<file path="src/rtl/reaction_score_keeper.sv">
// rtl/reaction_score_keeper.sv - best score, recent-score history and BCD attempt counter
//
// Purpose: consumes finished reaction times (3-digit BCD, 10 ms units) and keeps
// the best accepted score, a ring buffer of the most recent accepted scores and
// a two-digit BCD count of accepted attempts. Single clock, synchronous reset.
//
// Ports:
//   clock        in   system clock
//   reset        in   synchronous active-high reset
//   score_valid  in   one-cycle strobe, score_bcd holds a finished run time
//   score_bcd    in   {hundreds, tens, units} BCD reaction time
//   clear_best   in   level, clears the best score only
//   hist_sel     in   history index, 0 = most recent accepted score
//   best_bcd     out  lowest accepted score, 12'h999 when none
//   best_valid   out  a score was accepted since reset/clear_best
//   new_best     out  pulse: last accepted score set a new best
//   rejected     out  pulse: last strobe was rejected
//   hist_bcd     out  registered history entry selected by hist_sel
//   hist_hit     out  selected entry holds a real score
//   attempts_bcd out  two-digit BCD count of accepted scores
//   hist_count   out  number of valid history entries, saturates at HIST_DEPTH

module reaction_score_keeper #(
    parameter int          HIST_DEPTH = 4,
    parameter logic [11:0] MIN_SCORE  = 12'h010,
    localparam int         PW         = $clog2(HIST_DEPTH)
) (
    input  logic          clock,
    input  logic          reset,
    input  logic          score_valid,
    input  logic [11:0]   score_bcd,
    input  logic          clear_best,
    input  logic [PW-1:0] hist_sel,
    output logic [11:0]   best_bcd,
    output logic          best_valid,
    output logic          new_best,
    output logic          rejected,
    output logic [11:0]   hist_bcd,
    output logic          hist_hit,
    output logic [7:0]    attempts_bcd,
    output logic [PW:0]   hist_count
);

    localparam logic [PW:0]   DEPTH_CNT = (PW+1)'(HIST_DEPTH);
    localparam logic [PW:0]   CNT_ONE   = (PW+1)'(1);
    localparam logic [PW-1:0] PTR_ONE   = PW'(1);

    logic [11:0]   r_mem [HIST_DEPTH];
    logic [PW-1:0] r_wptr;
    logic [PW:0]   r_hist_count;
    logic [11:0]   r_best;
    logic          r_best_valid;
    logic          r_new_best;
    logic          r_rejected;
    logic [11:0]   r_hist_bcd;
    logic          r_hist_hit;
    logic [7:0]    r_attempts;

    logic          w_digits_ok;
    logic          w_accept;
    logic [11:0]   w_base_best;
    logic          w_base_valid;
    logic          w_improve;
    logic [7:0]    w_att_next;
    logic [PW-1:0] w_rd_idx;
    logic          w_hit;

    always_comb begin
        w_digits_ok = (score_bcd[11:8] <= 4'd9) && (score_bcd[7:4] <= 4'd9) &&
                      (score_bcd[3:0] <= 4'd9);
        // With every digit in 0..9 the binary order equals the BCD order.
        w_accept    = score_valid && w_digits_ok && (score_bcd >= MIN_SCORE);

        // clear_best is applied before the incoming score is compared, so a
        // simultaneous accept always becomes the new best.
        w_base_best  = clear_best ? 12'h999 : r_best;
        w_base_valid = clear_best ? 1'b0 : r_best_valid;
        w_improve    = w_accept && (!w_base_valid || (score_bcd < w_base_best));

        w_att_next = r_attempts;
        if (r_attempts[3:0] == 4'd9) begin
            w_att_next[3:0] = 4'd0;
            w_att_next[7:4] = (r_attempts[7:4] == 4'd9) ? 4'd0 : r_attempts[7:4] + 4'd1;
        end else begin
            w_att_next[3:0] = r_attempts[3:0] + 4'd1;
        end

        // (wptr - 1 - sel) mod 2^PW == wptr + ~sel
        w_rd_idx = r_wptr + ~hist_sel;
        w_hit    = ({1'b0, hist_sel} < r_hist_count);
    end

    // History storage needs no reset; stale entries are masked by hist_count.
    always_ff @(posedge clock) begin
        if (!reset && w_accept) begin
            r_mem[r_wptr] <= score_bcd;
        end
    end

    always_ff @(posedge clock) begin
        if (reset) begin
            r_wptr       <= '0;
            r_hist_count <= '0;
            r_best       <= 12'h999;
            r_best_valid <= 1'b0;
            r_new_best   <= 1'b0;
            r_rejected   <= 1'b0;
            r_hist_bcd   <= 12'h000;
            r_hist_hit   <= 1'b0;
            r_attempts   <= 8'h00;
        end else begin
            r_new_best <= w_improve;
            r_rejected <= score_valid && !w_accept;

            if (w_improve) begin
                r_best       <= score_bcd;
                r_best_valid <= 1'b1;
            end else begin
                r_best       <= w_base_best;
                r_best_valid <= w_base_valid;
            end

            if (w_accept) begin
                r_wptr     <= r_wptr + PTR_ONE;
                r_attempts <= w_att_next;
                if (r_hist_count != DEPTH_CNT) begin
                    r_hist_count <= r_hist_count + CNT_ONE;
                end
            end

            r_hist_hit <= w_hit;
            r_hist_bcd <= w_hit ? r_mem[w_rd_idx] : 12'h000;
        end
    end

    assign best_bcd     = r_best;
    assign best_valid   = r_best_valid;
    assign new_best     = r_new_best;
    assign rejected     = r_rejected;
    assign hist_bcd     = r_hist_bcd;
    assign hist_hit     = r_hist_hit;
    assign attempts_bcd = r_attempts;
    assign hist_count   = r_hist_count;

endmodule

</file>
<file path="config.mk">
export PLATFORM = sky130hd
export DESIGN_NAME = reaction_score_keeper
export DESIGN_NICKNAME = d
export VERILOG_FILES = /design/src/rtl/reaction_score_keeper.sv
export SDC_FILE = /design/constraint.sdc
export NUM_CORES = 1
export LEC_CHECK = 0
export ABC_AREA = 0
export CAP_MARGIN = 20
export CORE_MARGIN = 8
export CORE_UTILIZATION = 54
export CTS_CLUSTER_SIZE = 24
export DETAILED_ROUTE_END_ITERATION = 8
export PLACE_DENSITY = 0.8
export SLEW_MARGIN = 20
export SYNTH_ARGS = -nofsm -noshare
export SYNTH_HDL_FRONTEND = slang
export SYNTH_SLANG_ARGS = --single-unit
export TNS_END_PERCENT = 100
</file>
<file path="constraint.sdc">
create_clock -name clock -period 3.5 [get_ports clock]
set_input_delay 0.875 -clock clock [delete_from_list [all_inputs] [get_ports clock]]
set_output_delay 0.875 -clock clock [all_outputs]
set_load 0.05 [all_outputs]
</file>
# Word-level counts from Yosys, hierarchy flattened
# Memories as Yosys holds them, arrays and structs flattened. A register that Yosys moved wholly into a read port is not among the register bits.
# Cells that the tools add are included.
dict set report op_classes {
  muxes 8
  n_div 0
  magnitude_cmp 6
  bitwise 2
  eq_ne 3
  shifts 0
  addsub 5
  mul 0
  reduce_logical 14
}
# op count
set op_table {}
lappend op_table {{12-bit 2-to-1 mux} 2}
lappend op_table {{12-bit by 5-bit greater-or-equal comparator with 1-bit output (second input constant)} 1}
lappend op_table {{4-bit <= comparator (second input constant)} 3}
lappend op_table {{12-bit < comparator} 1}
lappend op_table {{4-bit by 1-bit adder with 4-bit output (second input constant)} 2}
lappend op_table {{4-bit equality test (second input constant)} 2}
lappend op_table {{4-bit 2-to-1 mux} 2}
lappend op_table {{1-bit logical AND} 7}
lappend op_table {{1-bit 2-to-1 mux} 4}
lappend op_table {{2-bit AND reduction} 2}
lappend op_table {{3-bit by 1-bit adder with 3-bit output (second input constant)} 1}
lappend op_table {{1-bit zero test} 3}
lappend op_table {{2-bit by 3-bit < comparator with 1-bit output} 1}
lappend op_table {{3-bit != test (second input constant)} 1}
lappend op_table {{2-bit by 1-bit adder with 2-bit output (second input constant)} 1}
lappend op_table {{2-bit adder} 1}
lappend op_table {{2-bit NOT} 1}
lappend op_table {{2-bit OR reduction} 1}
lappend op_table {{1-bit logical OR} 1}
lappend op_table {{1-bit NOT} 1}
dict set report word_totals {
  ram_bits 48
  n_memories 1
  word_cells 48
  latch_bits 0
  mem_bits_ro 0
  reg_bits 29
}
# name depth word_bits read_ports rd_ports_with_merged_regs write_ports line_no
set memory_table {}
lappend memory_table {r_mem 4 12 1 1 1 48} ;# logic [11:0] r_mem [HIST_DEPTH];

# Logic depth before layout (Yosys ltp)
# Gate-level depths: netlist (run 1).
dict set report logic_depth {
  word_depth 8
  mapped_depth 11
  ltp_nobuf 8
}

# Worst setup path after synthesis (run 1)
# No wires, ideal clock.
dict set report synth_path {
  path_kind {input-to-reg}
  startpoint {input port clear_best}
  endpoint {register r_best[10] (netlist: best_bcd[10])}
  t_arrival_ps 2776
  n_path_buf 2
  slack_ps 639
  setup_ps 85
  path_stages 10
  cell_sequence {buf_6 > clkbuf_1 > nor2_1 > ha_1 > nand4_1 > nor2_1 > o21ai_1 > o41ai_4 > or4b_1 > o31ai_2}
}
dict set report synth_between {
  elab_chain_len 5
  elab_cells_between_ends 7
}
# item line_no
set synth_lines {}
lappend synth_lines {{start: declaration} 32} ;# input logic clear_best,
lappend synth_lines {{12-bit 2-to-1 mux or 1-bit 2-to-1 mux (tied branches)} {76, 77}}
lappend synth_lines {{12-bit < comparator or 1-bit zero test (tied branches)} 78} ;# w_improve = w_accept && (!w_base_valid || (score_bcd < w_base_best));
lappend synth_lines {{1-bit logical OR} 78}
lappend synth_lines {{1-bit logical AND} 78}
lappend synth_lines {{12-bit 2-to-1 mux (*)} 115} ;# if (w_improve) begin
lappend synth_lines {{end signal: assignment} 116} ;# r_best <= score_bcd;
lappend synth_lines {{end signal: assignment} 119} ;# r_best <= w_base_best;
lappend synth_lines {{end: declaration} 51} ;# logic [11:0] r_best;
# Mark *: on every way between the ends. The rest lies on a longest branch, timed or not.
# A chain may end at the register's enable or synchronous reset.

# Worst setup path in the final report (run 1)
dict set report layout_path {
  startpoint {input port clear_best}
  endpoint {register r_best[3] (netlist: best_bcd[3])}
}
# The elaborated chain is that of the path after synthesis.

==> impl_results.md, run 1 <==
- Worst clock skew: between 0.007 and 0.008 ns
- Layout cell share with drive strength beyond 1: 16.67%
- Fin crit share: between 90% and 100%
- Initial DRC count: 156
- Clock Pin Slew Worst Setup and Hold Paths: roughly 0.080 ns
- Setup WS post-layout: ~0.33 ns
- DP Worst Slack: -0.03886 ns
- CTS sink count: 89
- Hold Fails Final Rpt: 0
- Vias per cell: 5.246
- Port Buffers: 56
- CTS Buf Count: 9
- CP max FO: 19
- Yosys cell types: 41
- CP Class: input pin to flip-flop
- Worst endpoint required time: ~3.8 ns
- # setup viols final: 0
- Antenna violations before repair: 0
- CP arrival: 3.45 ns
- Post-DP Area: 4596 um^2
- Hold_buf cts: 0
- Die area: ~10000 um^2
- DP HPWL: 5434 um
- Yosys warnings: 0
- Slew headroom: 47.73%
- Vias in the first global route: between 2000 and 2500
- Max cap viols: 0
- GRT Util Overall: about 16%
- Actual slew at the worst max-slew pin: ~0.78 ns
- P&R area growth vs syn: 26.16%
- Antenna Cells: 0
- Commonest cells after routing, fill and taps aside: clkdlybuf4s50_1, edfxtp_1, dfxtp_1
- Die H: roughly 100 um
- Final Power: 2.080 mW
- RSZ-0062 raised after global routing: no
- Average wire per standard cell: ~17 um
- Post-layout net count: approximately 390
- Most common cell after layout, fill and taps aside: clkdlybuf4s50_1
- Core Rows: 30
- Chip width: 99.86 um
- Routability cong.: just under 0.8
- # H-tree levels: 3
- TritonCTS clock tree: built
- Yosys reg bits: 89
- First-pass GRT wire length: 12520 um
- Clock Path Buffers: 2
- GRT overflow: 0
- Initial Util: between 50% and 60%
- Final Cell Area: 4791 um^2
- Cell area after synthesis: 3797 um^2
- Post-CTS sizing: 0
- Post-Syn Nets: 314
- Detailed-route wire length: 7622 um
- Fillcell total: between 400 and 500
- Drc violations: 0
- Worst-skew pair later-pin latency: 0.36 ns
- Core area: 6794 um^2
- Slew Limit Fails: 0
- FMAX: 0.3159 GHz
- Pwr dens: 434.2 nW/um^2
- Leak: between 1.5 and 2 nW
- Post-CTS Setup Bufs: 0
- ANT nets after route: 0
- Reg2reg setup slack: 1.18 ns
- I/O pins: 57
- Initial DRT Pass Iterations: 4
- Sequential-to-total area share from yosys stat: 59.57%
- Vias: 2392
- Hold WC Path Type: flip-flop to flip-flop
- Crit. End Element: flip-flop
- Post-Syn Instances: 277
- Startpoint types: input pin
- Largest net degree at the start of global routing: 41
- Root Buffer Master: clkbuf_8
- Mean Syn Cell Area: roughly 14 um^2
- Status: finished, final reports clean
- Worst IR Drop VDD: 0.0002487 V
- Final Critical Period: 3.166 ns
## synthesized netlist by cell type, drive strengths merged
| cell type | instances | area [um^2] |
|---|---|---|
| o21bai | 1 | 7.510 |
| xnor2 | 5 | 43.79 |
| nand2b | 7 | 43.79 |
| and2 | 5 | 31.28 |
| o21ai | 8 | 40.04 |
| clkbuf | 6 | 22.52 |
| a221oi | 1 | 15.01 |
| nand4 | 2 | 12.51 |
| edfxtp | 48 | 1441 |
| nor2b | 18 | 120.1 |
| mux2i | 10 | 100.1 |
| inv | 7 | 26.28 |
| nor3b | 1 | 7.510 |
| nor3 | 8 | 40.04 |
| or4b | 6 | 60.06 |
| mux4 | 12 | 270.3 |
| nor2 | 28 | 107.6 |
| and3b | 1 | 8.760 |
| ha | 19 | 237.7 |
| nand3 | 5 | 30.03 |
| o211a | 1 | 10.01 |
| buf | 5 | 37.53 |
| and3 | 2 | 12.51 |
| and4b | 2 | 20.02 |
| nand4b | 1 | 8.760 |
| o31ai | 6 | 75.07 |
| xor2 | 3 | 26.28 |
| o41ai | 1 | 27.53 |
| dfxtp | 41 | 820.8 |
| a31oi | 1 | 6.260 |
| nand2 | 4 | 15.01 |
| a21boi | 2 | 15.02 |
| nor4 | 2 | 12.51 |
| a21oi | 8 | 43.79 |
## cells by family after synthesis
group	synth area share, %
xor gates and xnor gates	1.845
DFF	59.57
adders and majority gates	6.260
buffers and inverters	2.273
muxes	9.753
and+or+nand+nor	13.97
AOI/OAI and AO/OA	6.326
## where the power goes
| group | leakage (nW) | total [mW] | internal, mW | switching, mW |
|---|---|---|---|---|
| sequential | 0.766 | 1.13 | 1.12 | 0.0105 |
| clock | 0.0945 | 0.698 | 0.333 | 0.365 |
| combinational | 0.881 | 0.255 | 0.113 | 0.141 |
## routing by layer
layer,track usage [%],part of all wire (%)
met5,0,0
met2,25.60,47
met4,5.821,1.7
met3,5.260,5.1
met1,20.13,46
## worst max-delay path, cell delays in order
cell	delay [ns]
clkdlybuf4s50_1	0.44
buf_12	0.17
nand2b_1	0.17
ha_1	0.28
o211a_1	0.21
a221oi_2	0.29
o41ai_4	0.10
nor2_2	0.64
mux2i_1	0.27
## final cells by class
type | instances | area, um^2 | area share (%)
Multi-Input combinational cell | 170 | 1449 | 30.24
Tap cell | 96 | 120.1 | 2.507
Clock inverter | 6 | 67.56 | 1.410
Inverter | 7 | 26.28 | 0.5484
Sequential cell | 89 | 2262 | 47.22
Timing Repair Buffer | 78 | 738.2 | 15.41
Clock buffer | 10 | 127.6 | 2.664
## final timing paths
check	from	end	cells past startpoint
max	clear_best	best_bcd[3]$_SDFF_PP1_	9
min	attempts_bcd[3]$_SDFFE_PP0P_	attempts_bcd[3]$_SDFFE_PP0P_	2
max reg2reg	best_bcd[1]$_SDFF_PP0_	best_bcd[3]$_SDFF_PP1_	7
min reg2reg	attempts_bcd[3]$_SDFFE_PP0P_	attempts_bcd[3]$_SDFFE_PP0P_	2
## sequential cells by signal (all words and copies together) (netlist names)
register	cells
attempts_bcd	8
best_bcd	12
new_best	1
r_wptr	2
hist_count	3
rejected	1
best_valid	1
hist_bcd	12
r_mem	48
hist_hit	1
## stage by stage
step / hold WS [ns] / TNS (ns) / util, % / std cells
floorplan: 0.5136 / 0 / - / 277
global placement: 0.4837 / 0 / 67.64 / 440
detailed placement: 0.5049 / -0.1750 / 67.64 / 440
CTS: 0.5149 / 0 / 70.52 / 456
global route: 0.5529 / 0 / 70.52 / 456
finish: 0.5162 / 0 / 70.52 / 456
No activity file was read; power rests on OpenSTA's default activity.
==> inputs of run 2 (changes only) <==
--- a/config.mk
+++ b/config.mk
@@ -9,6 +9,7 @@
 export CAP_MARGIN = 20
 export CORE_MARGIN = 8
 export CORE_UTILIZATION = 54
+export CTS_CLUSTER_DIAMETER = 200
 export CTS_CLUSTER_SIZE = 24
 export DETAILED_ROUTE_END_ITERATION = 8
 export PLACE_DENSITY = 0.8
==> results of run 2 <==
Final layout, timing and power as in run 1 (identical DEF).
==> inputs of run 3 (changes only) <==
--- a/config.mk
+++ b/config.mk
@@ -5,8 +5,8 @@
 export SDC_FILE = /design/constraint.sdc
 export NUM_CORES = 1
 export LEC_CHECK = 0
-export ABC_AREA = 0
 export CAP_MARGIN = 20
+export CORE_ASPECT_RATIO = 0.75
 export CORE_MARGIN = 8
 export CORE_UTILIZATION = 54
 export CTS_CLUSTER_DIAMETER = 200
==> impl_results.md, run 3 (synthesized netlist as in run 1, its figures left out) <==
- Max reg flops: 48 (unchanged)
- Core Rows: 26 (-13%)
- GRT Util Overall: 16.23% (+0.068 points)
- Final Critical Period: 3.207 ns (+0.04133 ns)
- Initial DRT Pass Iterations: 4 (unchanged)
- Clock Path Buffers: 2 (unchanged)
- Core area: 6799 um^2 (about the same)
- RSZ-0062 raised after global routing: no
- GRT overflow: 0 (unchanged)
- Worst-skew pair later-pin latency: 0.35 ns (about the same)
- Root Buffer Master: clkbuf_8
- CTS sink count: 89 (unchanged)
- Average wire per standard cell: 17.21 um (+3.0%)
- I/O pins: 57 (unchanged)
- Post-CTS Setup Bufs: 0 (unchanged)
- Worst r2r path cells: 7 (unchanged)
- CP arrival: 3.49 ns (+0.04 ns)
- Hold_buf cts: 0 (unchanged)
- Routability cong.: 0.8099 (+5.0%)
- Post-DP Area: 4603 um^2 (+0.16%)
- Clock Pin Slew Worst Setup and Hold Paths: 0.09 ns (about the same)
- Final Cell Area: 4797 um^2 (+0.13%)
- Actual slew at the worst max-slew pin: 0.8060 ns (+0.02284 ns)
- Hold WC Path Type: flip-flop to flip-flop
- Commonest cells after routing, fill and taps aside: clkdlybuf4s50_1, edfxtp_1, dfxtp_1
- P&R area growth vs syn: 26.33%
- Port Buffers: 56 (unchanged)
- Chip width: 112.8 um (+13%)
- Worst IR Drop VDD: 0.0002546 V (+2.4%)
- CP Class: input pin to flip-flop
- Hold path depth: 2 (unchanged)
- # H-tree levels: 3 (unchanged)
- Startpoint types: input pin
- First-pass GRT wire length: 12470 um (-0.44%)
- Layout cell share with drive strength beyond 1: 17.91% (+1.2 points)
- Vias: 2417 (+1.0%)
- Pwr dens: 428.2 nW/um^2 (-1.4%)
- Slew headroom: 46.21% (-1.5 points)
- Most flop-heavy register: r_mem
- Worst clock skew: 0.008970 ns (+0.001606 ns)
- # setup viols final: 0 (unchanged)
- FMAX: 0.3118 GHz (-1.3%)
- Antenna violations before repair: 0 (unchanged)
- Die area: 10000 um^2 (+0.28%)
- ANT nets after route: 0 (unchanged)
- Total negative slack: 0 ns (unchanged)
- Antenna Cells: 0 (unchanged)
- CTS Buf Count: 9 (unchanged)
- Vias in the first global route: 2401 (-2.3%)
- Fin crit share: 91.63% (+1.2 points)
- Crit. End Element: flip-flop
- Die H: 88.63 um (-11%)
- Post-layout net count: 395 (+0.77%)
- Slew Limit Fails: 0 (unchanged)
- Detailed-route wire length: 7692 um (+0.92%)
- TritonCTS clock tree: built
- Most common cell after layout, fill and taps aside: clkdlybuf4s50_1
- Drc violations: 0 (unchanged)
- Worst endpoint required time: 3.78 ns (about the same)
- Largest net degree at the start of global routing: 24 (-41%)
- Status: finished, final reports clean
- Post-CTS sizing: 0 (unchanged)
- Hold Fails Final Rpt: 0 (unchanged)
- Vias per cell: 5.407 (+3.1%)
- CP max FO: 19 (unchanged)
- Final Power: 2.054 mW (-1.3%)
- DP HPWL: 5678 um (+4.5%)
- Max cap viols: 0 (unchanged)
- Initial Util: 55.85% (about the same)
- Leak: 1.755 nW (+0.85%)
- Initial DRC count: 140 (-10%)
## run 3: cell count changes in the layout (fill, tap and decap cells not counted), sizes merged
cell,previous run,this run
buf,22,25
bufinv,1,0
clkinv,3,2
inv,8,11
clkbuf,10,9
## run 3: area by class of cell
class	count	area, um^2
clock buffers	9	123.9
clock inverters	7	70.07
fillers	488	2002
inverters	7	26.28
multi-input cells	170	1449
flip-flops and latches	89	2262
well taps	84	105.1
repair buffers	81	760.7
## run 3: report_power, final
| group | switching, mW | total (mW) | internal [mW] |
|---|---|---|---|
| registers | 0.0107 | 1.13 | 1.12 |
| clock network | 0.389 | 0.667 | 0.277 |
| logic | 0.143 | 0.260 | 0.117 |
## run 3: path summary, 6_finish.rpt
path / start / to / slack (ns)
max reg2reg: best_bcd[1]$_SDFF_PP0_ / best_bcd[4]$_SDFF_PP1_ / 1.17
min reg2reg: attempts_bcd[4]$_SDFFE_PP0P_ / attempts_bcd[4]$_SDFFE_PP0P_ / 0.53
max: clear_best / best_bcd[4]$_SDFF_PP1_ / 0.29
min: attempts_bcd[4]$_SDFFE_PP0P_ / attempts_bcd[4]$_SDFFE_PP0P_ / 0.53
## run 3: critical path: stages
cell and delay (ns):
clkdlybuf4s50_1 0.44, buf_12 0.17, nand2b_1 0.17, ha_1 0.29, o211a_1 0.22, a221oi_2 0.31, o41ai_4 0.10, nor2_2 0.65
mux2i_1 0.26
## run 3: routing by layer
layer | vias up | wire (um) | track usage [%]
met1 | 1169 | 3653 | 20.70
li1 | 1183 | - | -
met4 | 0 | 48 | 3.049
met2 | 58 | 3547 | 26.49
met5 | - | 0 | 0
met3 | 7 | 443 | 5.658
## run 3: metrics by stage
stage	hold WS (ns)	cells	utilization, %	setup WS, ns
2_1_floorplan	0.5136	277	-	0.6389
3_3_place_gp	0.5004	431	67.70	0.01319
3_5_place_dp	0.5187	431	67.70	-0.07475
4_1_cts	0.5353	447	70.56	0.2978
5_1_grt	0.5526	447	70.56	0.1403
6_report	0.5347	447	70.56	0.2930
